## config.mk

```make
export PLATFORM = sky130hd
export DESIGN_NAME = prog_loader
export DESIGN_NICKNAME = d
export VERILOG_FILES = /design/src/rtl/prog_loader.sv
export SDC_FILE = /design/constraint.sdc
export NUM_CORES = 1
export LEC_CHECK = 0
export BUFFER_PORTS_ARGS = -buffer_cell sky130_fd_sc_hd__buf_4
export CAP_MARGIN = 5
export CORE_MARGIN = 10
export CORE_UTILIZATION = 59
export DETAILED_ROUTE_END_ITERATION = 8
export PLACE_DENSITY_LB_ADDON = 0.12
export SLEW_MARGIN = 15
export SYNTH_ARGS = -nofsm -noshare
export SYNTH_HDL_FRONTEND = slang
export SYNTH_SLANG_ARGS = --single-unit
```

## constraint.sdc

```tcl
create_clock -name clk -period 2.8 [get_ports clk]
set_input_delay 0.28 -clock clk [delete_from_list [all_inputs] [get_ports clk]]
set_output_delay 0.28 -clock clk [all_outputs]
set_load 0.02 [all_outputs]
```

## src/rtl/prog_loader.sv

```systemverilog
// prog_loader: boot-time program loader placed in front of processor_top.
//
// Receives a framed byte stream, packs byte pairs into 16-bit words, writes
// them into the processor's unified memory and holds the processor in reset
// until the whole image has arrived with a matching checksum.
//
// Frame: LEN_HI, LEN_LO (word count N, big-endian), N x {HI, LO}, CHK where
// CHK is the XOR of every preceding frame byte (length bytes included).
//
// Handshake: a byte is consumed on a rising clk edge where in_valid=1 and
// in_ready=1. in_ready is registered and depends only on the FSM state, so
// it never combinationally follows in_valid; bytes presented while
// in_ready=0 stay with the sender.
//
// Ports:
//   clk        in   rising-edge clock
//   reset      in   synchronous, active-low reset
//   start      in   one-cycle pulse that begins a load (ignored while busy)
//   in_valid   in   in_data holds a byte
//   in_data    in   stream byte
//   in_ready   out  loader accepts a byte this cycle
//   mem_we     out  one-cycle memory write strobe
//   mem_addr   out  write address (ADDR_W bits)
//   mem_wdata  out  write data {high byte, low byte}
//   cpu_reset  out  active-high reset for processor_top
//   busy       out  load in progress
//   done       out  image loaded and verified (held)
//   error      out  load failed (held)
//   dbg_state  out  current FSM state encoding, for observation only
module prog_loader #(
  parameter int ADDR_W    = 8,
  parameter int BASE_ADDR = 0
) (
  input  logic              clk,
  input  logic              reset,
  input  logic              start,
  input  logic              in_valid,
  input  logic [7:0]        in_data,
  output logic              in_ready,
  output logic              mem_we,
  output logic [ADDR_W-1:0] mem_addr,
  output logic [15:0]       mem_wdata,
  output logic              cpu_reset,
  output logic              busy,
  output logic              done,
  output logic              error,
  output logic [3:0]        dbg_state
);

  typedef enum logic [3:0] {
    S_IDLE    = 4'd0,
    S_LEN_HI  = 4'd1,
    S_LEN_LO  = 4'd2,
    S_DATA_HI = 4'd3,
    S_DATA_LO = 4'd4,
    S_WRITE   = 4'd5,
    S_CHK     = 4'd6,
    S_DONE    = 4'd7,
    S_ERROR   = 4'd8
  } state_e;

  // Largest word count that fits between BASE_ADDR and the top of memory.
  localparam logic [16:0] MAX_WORDS = 17'((1 << ADDR_W) - BASE_ADDR);

  state_e              state_q, state_d;
  logic [7:0]          len_hi_q;
  logic [15:0]         len_q;
  logic [7:0]          acc_q;
  logic [16:0]         idx_q;
  logic [7:0]          hi_q;
  logic [ADDR_W-1:0]   addr_q;
  logic [15:0]         wdata_q;

  logic                in_ready_q, in_ready_d;
  logic                mem_we_q, mem_we_d;
  logic                cpu_reset_q, cpu_reset_d;
  logic                busy_q, busy_d;
  logic                done_q, done_d;
  logic                error_q, error_d;

  logic                accept;
  logic                idle_like;
  logic [15:0]         len_now;

  assign accept    = in_valid && in_ready_q;
  assign idle_like = (state_q == S_IDLE) || (state_q == S_DONE) || (state_q == S_ERROR);
  assign len_now   = {len_hi_q, in_data};

  // ---------------------------------------------------------------------
  // State register
  // ---------------------------------------------------------------------
  always_ff @(posedge clk) begin
    if (!reset) begin
      state_q <= S_IDLE;
    end else begin
      state_q <= state_d;
    end
  end

  // ---------------------------------------------------------------------
  // Next-state logic
  // ---------------------------------------------------------------------
  always_comb begin
    state_d = state_q;
    case (state_q)
      S_IDLE, S_DONE, S_ERROR: begin
        if (start) state_d = S_LEN_HI;
      end
      S_LEN_HI: begin
        if (accept) state_d = S_LEN_LO;
      end
      S_LEN_LO: begin
        if (accept) begin
          if ({1'b0, len_now} > MAX_WORDS) state_d = S_ERROR;
          else if (len_now == 16'd0)       state_d = S_CHK;
          else                             state_d = S_DATA_HI;
        end
      end
      S_DATA_HI: begin
        if (accept) state_d = S_DATA_LO;
      end
      S_DATA_LO: begin
        if (accept) state_d = S_WRITE;
      end
      S_WRITE: begin
        // idx_q still holds the index of the word being written here.
        if ((idx_q + 17'd1) == {1'b0, len_q}) state_d = S_CHK;
        else                                  state_d = S_DATA_HI;
      end
      S_CHK: begin
        if (accept) begin
          if (in_data == acc_q) state_d = S_DONE;
          else                  state_d = S_ERROR;
        end
      end
      default: state_d = S_IDLE;
    endcase
  end

  // ---------------------------------------------------------------------
  // Output decode: computed from the next state and registered below, so
  // each output is a clean flop that tracks the state one-for-one.
  // ---------------------------------------------------------------------
  always_comb begin
    in_ready_d  = 1'b0;
    mem_we_d    = 1'b0;
    cpu_reset_d = 1'b1;
    busy_d      = 1'b0;
    done_d      = 1'b0;
    error_d     = 1'b0;
    case (state_d)
      S_LEN_HI, S_LEN_LO, S_DATA_HI, S_DATA_LO, S_CHK: begin
        in_ready_d = 1'b1;
        busy_d     = 1'b1;
      end
      S_WRITE: begin
        mem_we_d = 1'b1;
        busy_d   = 1'b1;
      end
      S_DONE: begin
        done_d      = 1'b1;
        cpu_reset_d = 1'b0;
      end
      S_ERROR: begin
        error_d = 1'b1;
      end
      default: begin
      end
    endcase
  end

  always_ff @(posedge clk) begin
    if (!reset) begin
      in_ready_q  <= 1'b0;
      mem_we_q    <= 1'b0;
      cpu_reset_q <= 1'b1;
      busy_q      <= 1'b0;
      done_q      <= 1'b0;
      error_q     <= 1'b0;
    end else begin
      in_ready_q  <= in_ready_d;
      mem_we_q    <= mem_we_d;
      cpu_reset_q <= cpu_reset_d;
      busy_q      <= busy_d;
      done_q      <= done_d;
      error_q     <= error_d;
    end
  end

  // ---------------------------------------------------------------------
  // Datapath: length, checksum, word index and the write port registers.
  // The address/data pair is captured with the low byte so it is already
  // stable during the WRITE cycle, and it simply holds afterwards.
  // ---------------------------------------------------------------------
  always_ff @(posedge clk) begin
    if (!reset) begin
      len_hi_q <= 8'd0;
      len_q    <= 16'd0;
      acc_q    <= 8'd0;
      idx_q    <= 17'd0;
      hi_q     <= 8'd0;
      addr_q   <= '0;
      wdata_q  <= 16'd0;
    end else begin
      if (idle_like && start) begin
        acc_q <= 8'd0;
        idx_q <= 17'd0;
      end
      if (accept) begin
        case (state_q)
          S_LEN_HI: begin
            len_hi_q <= in_data;
            acc_q    <= acc_q ^ in_data;
          end
          S_LEN_LO: begin
            len_q <= len_now;
            acc_q <= acc_q ^ in_data;
          end
          S_DATA_HI: begin
            hi_q  <= in_data;
            acc_q <= acc_q ^ in_data;
          end
          S_DATA_LO: begin
            acc_q   <= acc_q ^ in_data;
            addr_q  <= ADDR_W'(BASE_ADDR) + idx_q[ADDR_W-1:0];
            wdata_q <= {hi_q, in_data};
          end
          default: begin
          end
        endcase
      end
      if (state_q == S_WRITE) begin
        idx_q <= idx_q + 17'd1;
      end
    end
  end

  assign in_ready  = in_ready_q;
  assign mem_we    = mem_we_q;
  assign mem_addr  = addr_q;
  assign mem_wdata = wdata_q;
  assign cpu_reset = cpu_reset_q;
  assign busy      = busy_q;
  assign done      = done_q;
  assign error     = error_q;
  assign dbg_state = state_q;

endmodule

```

==> summary.txt <==
Timing
  – Final-report hold violation count: 0
  – Slew @ Worst Pin: 0.806 ns
  – Slew Limit Fails: 0
  – Fmax: 392 MHz
  – Total Neg Setup Slack: 0 ns
  – Final Critical Period: between 2 and 3 ns
  – Period utilisation layout: 0.911
  – Normalized max-slew margin: 0.461
  – RSZ-0062 raised after global routing: no
  – Final setup violation count: 0
  – Skew final: approximately 0.019 ns

Route
  – Via density: ~5.7
  – WL/cell: 15.4 um
  – Post-route ant nets: 0
  – Detailed-route DRC error count: 0
  – Initial DRC count: around 280
  – Vias: 3952
  – Final wirelength: 10700 um
  – Detailed Routing Iterations Pass 1: 4

Global route
  – Initial antenna violation count: 0
  – First-pass GRT wire length: roughly 18000 um
  – Vias in the first global route: 3676
  – Largest net degree at the start of global routing: 90
  – Total GRT Usage: 0.185
  – Grt ovf: 0

Placed design
  – Post-DP HPWL: 7540 um
  – Port-buffer cells: 45
  – Cell Area, Placed: 4980 um^2
  – Routability congestion estimate: 0.964

Worst setup path
  – Worst reg2reg path depth: 8
  – Worst path arrival time: about 2.9 ns
  – CP endpoint: mem_we
  – Crit Path Category: reg2reg
  – Worst Setup SP: idx_q[1]
  – Reg2Reg Setup Slack: ~0.25 ns
  – Worst Setup End Kind: flop
  – CP startpoint kind: flop
  – FF-to-FF Start: idx_q[1]
  – CP max FO: 7
  – FF-to-FF End: mem_we
  – Required time worst endpoint: a little over 3 ns

Floorplanning
  – Starting Density: 0.601
  – Die Y: 108 um
  – Total die area: ~12000 um^2
  – Core area: 7650 um^2
  – Io pins: 46
  – Die X: around 110 um
  – Row count: 32

Power
  – NetSw: 620 uW
  – Power per cell area: approximately 470 nW/um^2
  – Register share of total power: 0.545
  – Comb power frac: 0.072
  – Clock Power Share: 0.383
  – Leakage: around 0.0019 uW
  – Worst vdd ir: just under 300 uV
  – Sw Ratio: 0.256
  – Power Internal: 1800 uW

Clock network
  – Reg clk slew, reported paths: around 0.11 ns
  – Postcts setup bufs: 0
  – # H-tree levels: 3
  – Post-cts sizing count: 0
  – Clock tree buffer depth: 2
  – Sink Count: between 90 and 100
  – CTS tree: done
  – Clk root buf: clkbuf_8
  – Hold buffer count at CTS: 0
  – Skew-Pair Late Insertion Delay: between 0.3 and 0.4 ns
  – Num CTS Buffers: 9

Final layout
  – Layout cell share with drive strength beyond 1: 0.151
  – Diode count: 0
  – Final #Nets: roughly 600
  – Layout area overhead: 12.8%
  – Final instance area: a little over 5000 um^2

Status
  – Status: finished, final reports clean

Logic synthesis
  – #FFs+latches synth: 91
  – Sequential element share of the synthesized area: 0.396
  – Compound-Gate Fraction of Synth Area: 0.194
  – Syn nets: ~580
  – Post-synthesis adder-cell area fraction: 0.00272
  – Largest family of logic cells by synthesized area: simple AND/OR/NAND/NOR gates
  – Fraction of registers with async set/reset: 0
  – Mapped cell area: 4600 um^2
  – Post-synth EDFFs: 0
  – Mean Syn Cell Area: around 8.1 um^2
  – Ys flop type: dfxtp_1
  – Post-synthesis cell count: between 500 and 600
  – Yosys warning total: 0
  – Synth cell types: a little over 60
  – Mux cell area share after synthesis: 0.0397
  – Post-synthesis simple-gate area fraction: 0.282
  – Synth Area in XOR/XNOR: 0.0457

Hold path
  – HP Start: in_data[3]
  – Hold depth: 3
  – Hold Path Class: in2reg

Flow run
  – Total of max-cap violations: 0
==> cell usage in the layout, fill, tap and decap left out, types with 3 or more instances in the layout <==
master    count
and3_1        3
a21boi_0     57
nand2_1     110
a22oi_1       3
o21ai_0      28
nand3_1      14
nor2_1       26
inv_1         4
nor4_1        6
nand3b_1      7
and2_1        7
nor3_1       18
a31oi_1       4
inv_6         3
clkbuf_8      9
or3_1         5
o31ai_1       3
a21oi_1      12
mux2i_1      16
dfxtp_1      91
xor2_1       12
buf_4        56
xnor2_1      12
nor2b_1      32
a211oi_1      3
nand2b_1      9
==> cell type report <==
type	instances	area, um^2
Multi-Input combinational cell	429	2590
Fill cell	653	2460
Sequential cell	91	1820
Timing Repair Buffer	56	420
Tap cell	102	128
Clock buffer	9	124
Clock inverter	7	80.1
Inverter	4	15.0
==> worst max-delay path: stages (launching register included) <==
cell and delay, ns:
dfxtp_1 0.45, ha_1 0.23, nand4_2 0.14, or2_1 0.34
or3_4 0.37, o32ai_2 0.31, o211ai_2 0.14, o31ai_2 0.32
and4_1 0.22
==> power groups by stage <==
stage          Sequential, uW  Clock, uW  Combinational, uW
4_1_cts                  1320        934                173
3_3_place_gp             1350          0                171
2_1_floorplan            1350          0                109
6_report                 1320        926                174
3_5_place_dp             1350          0                173
5_1_grt                  1320        986                190
==> state kept, by name, indices dropped and copies added, names as in the netlist <==
register and count:
mem_wdata 16, hi_q 8, mem_we 1, acc_q 8, done 1, error 1
idx_q 17, dbg_state 4, mem_addr 8, busy 1, in_ready 1, len_hi_q 8
cpu_reset 1, len_q 16
==> per-layer routing <==
layer,track usage,vias up,part of all wire
li1,-,1996,-
met1,0.238,1844,0.46
met2,0.304,98,0.48
met3,0.0357,14,0.049
met4,0.0640,0,0.015
met5,0,-,0
==> worst min path at each step <==
stage / endpoint
global route: len_q[3]
CTS: mem_wdata[3]
detailed placement: mem_wdata[10]
finish: mem_wdata[3]
global placement: mem_wdata[8]
floorplan: len_q[6]
==> through the flow <==
| stage | util | setup WS, ns | total power [uW] | std cells | hold slack, ns |
|---|---|---|---|---|---|
| floorplan | - | 0.323 | 1460 | 564 | 0.425 |
| global route | 0.678 | 0.0794 | 2500 | 698 | 0.231 |
| global placement | 0.651 | 0.350 | 1520 | 682 | 0.450 |
| CTS | 0.678 | 0.245 | 2430 | 698 | 0.221 |
| finish | 0.678 | 0.249 | 2420 | 698 | 0.215 |
| detailed placement | 0.651 | 0.269 | 1520 | 682 | 0.458 |
==> kinds of logic (layout without fill, tap and decap cells) <==
group / count (synthesis) / after routing
buffers and inverters: 44 / 76
AOI/OAI and AO/OA: 128 / 128
xor gates and xnor gates: 24 / 24
muxes: 18 / 18
adders and majority gates: 1 / 1
DFF: 91 / 91
and+or+nand+nor: 258 / 258
==> synth_stat cells (3+ instances only) <==
| master | instances | area share |
|---|---|---|
| dfxtp_1 | 91 | 0.40 |
| o31ai_1 | 3 | 0.0049 |
| inv_1 | 4 | 0.0033 |
| a21oi_1 | 12 | 0.013 |
| a211oi_1 | 3 | 0.0049 |
| nand2b_1 | 9 | 0.012 |
| nand2_1 | 110 | 0.090 |
| nand3_1 | 14 | 0.015 |
| nor2_1 | 26 | 0.021 |
| a22oi_1 | 3 | 0.0049 |
| mux2i_1 | 16 | 0.035 |
| clkbuf_1 | 33 | 0.027 |
| xnor2_1 | 12 | 0.023 |
| xor2_1 | 12 | 0.023 |
| a31oi_1 | 4 | 0.0054 |
| o21ai_0 | 28 | 0.030 |
| nand3b_1 | 7 | 0.011 |
| and2_1 | 7 | 0.0095 |
| nor3_1 | 18 | 0.020 |
| nor2b_1 | 32 | 0.044 |
| a21boi_0 | 57 | 0.093 |
| and3_1 | 3 | 0.0041 |
| or3_1 | 5 | 0.0068 |
| nor4_1 | 6 | 0.0082 |
| buf_2 | 5 | 0.0054 |
No activity file was read; power rests on OpenSTA's default activity.
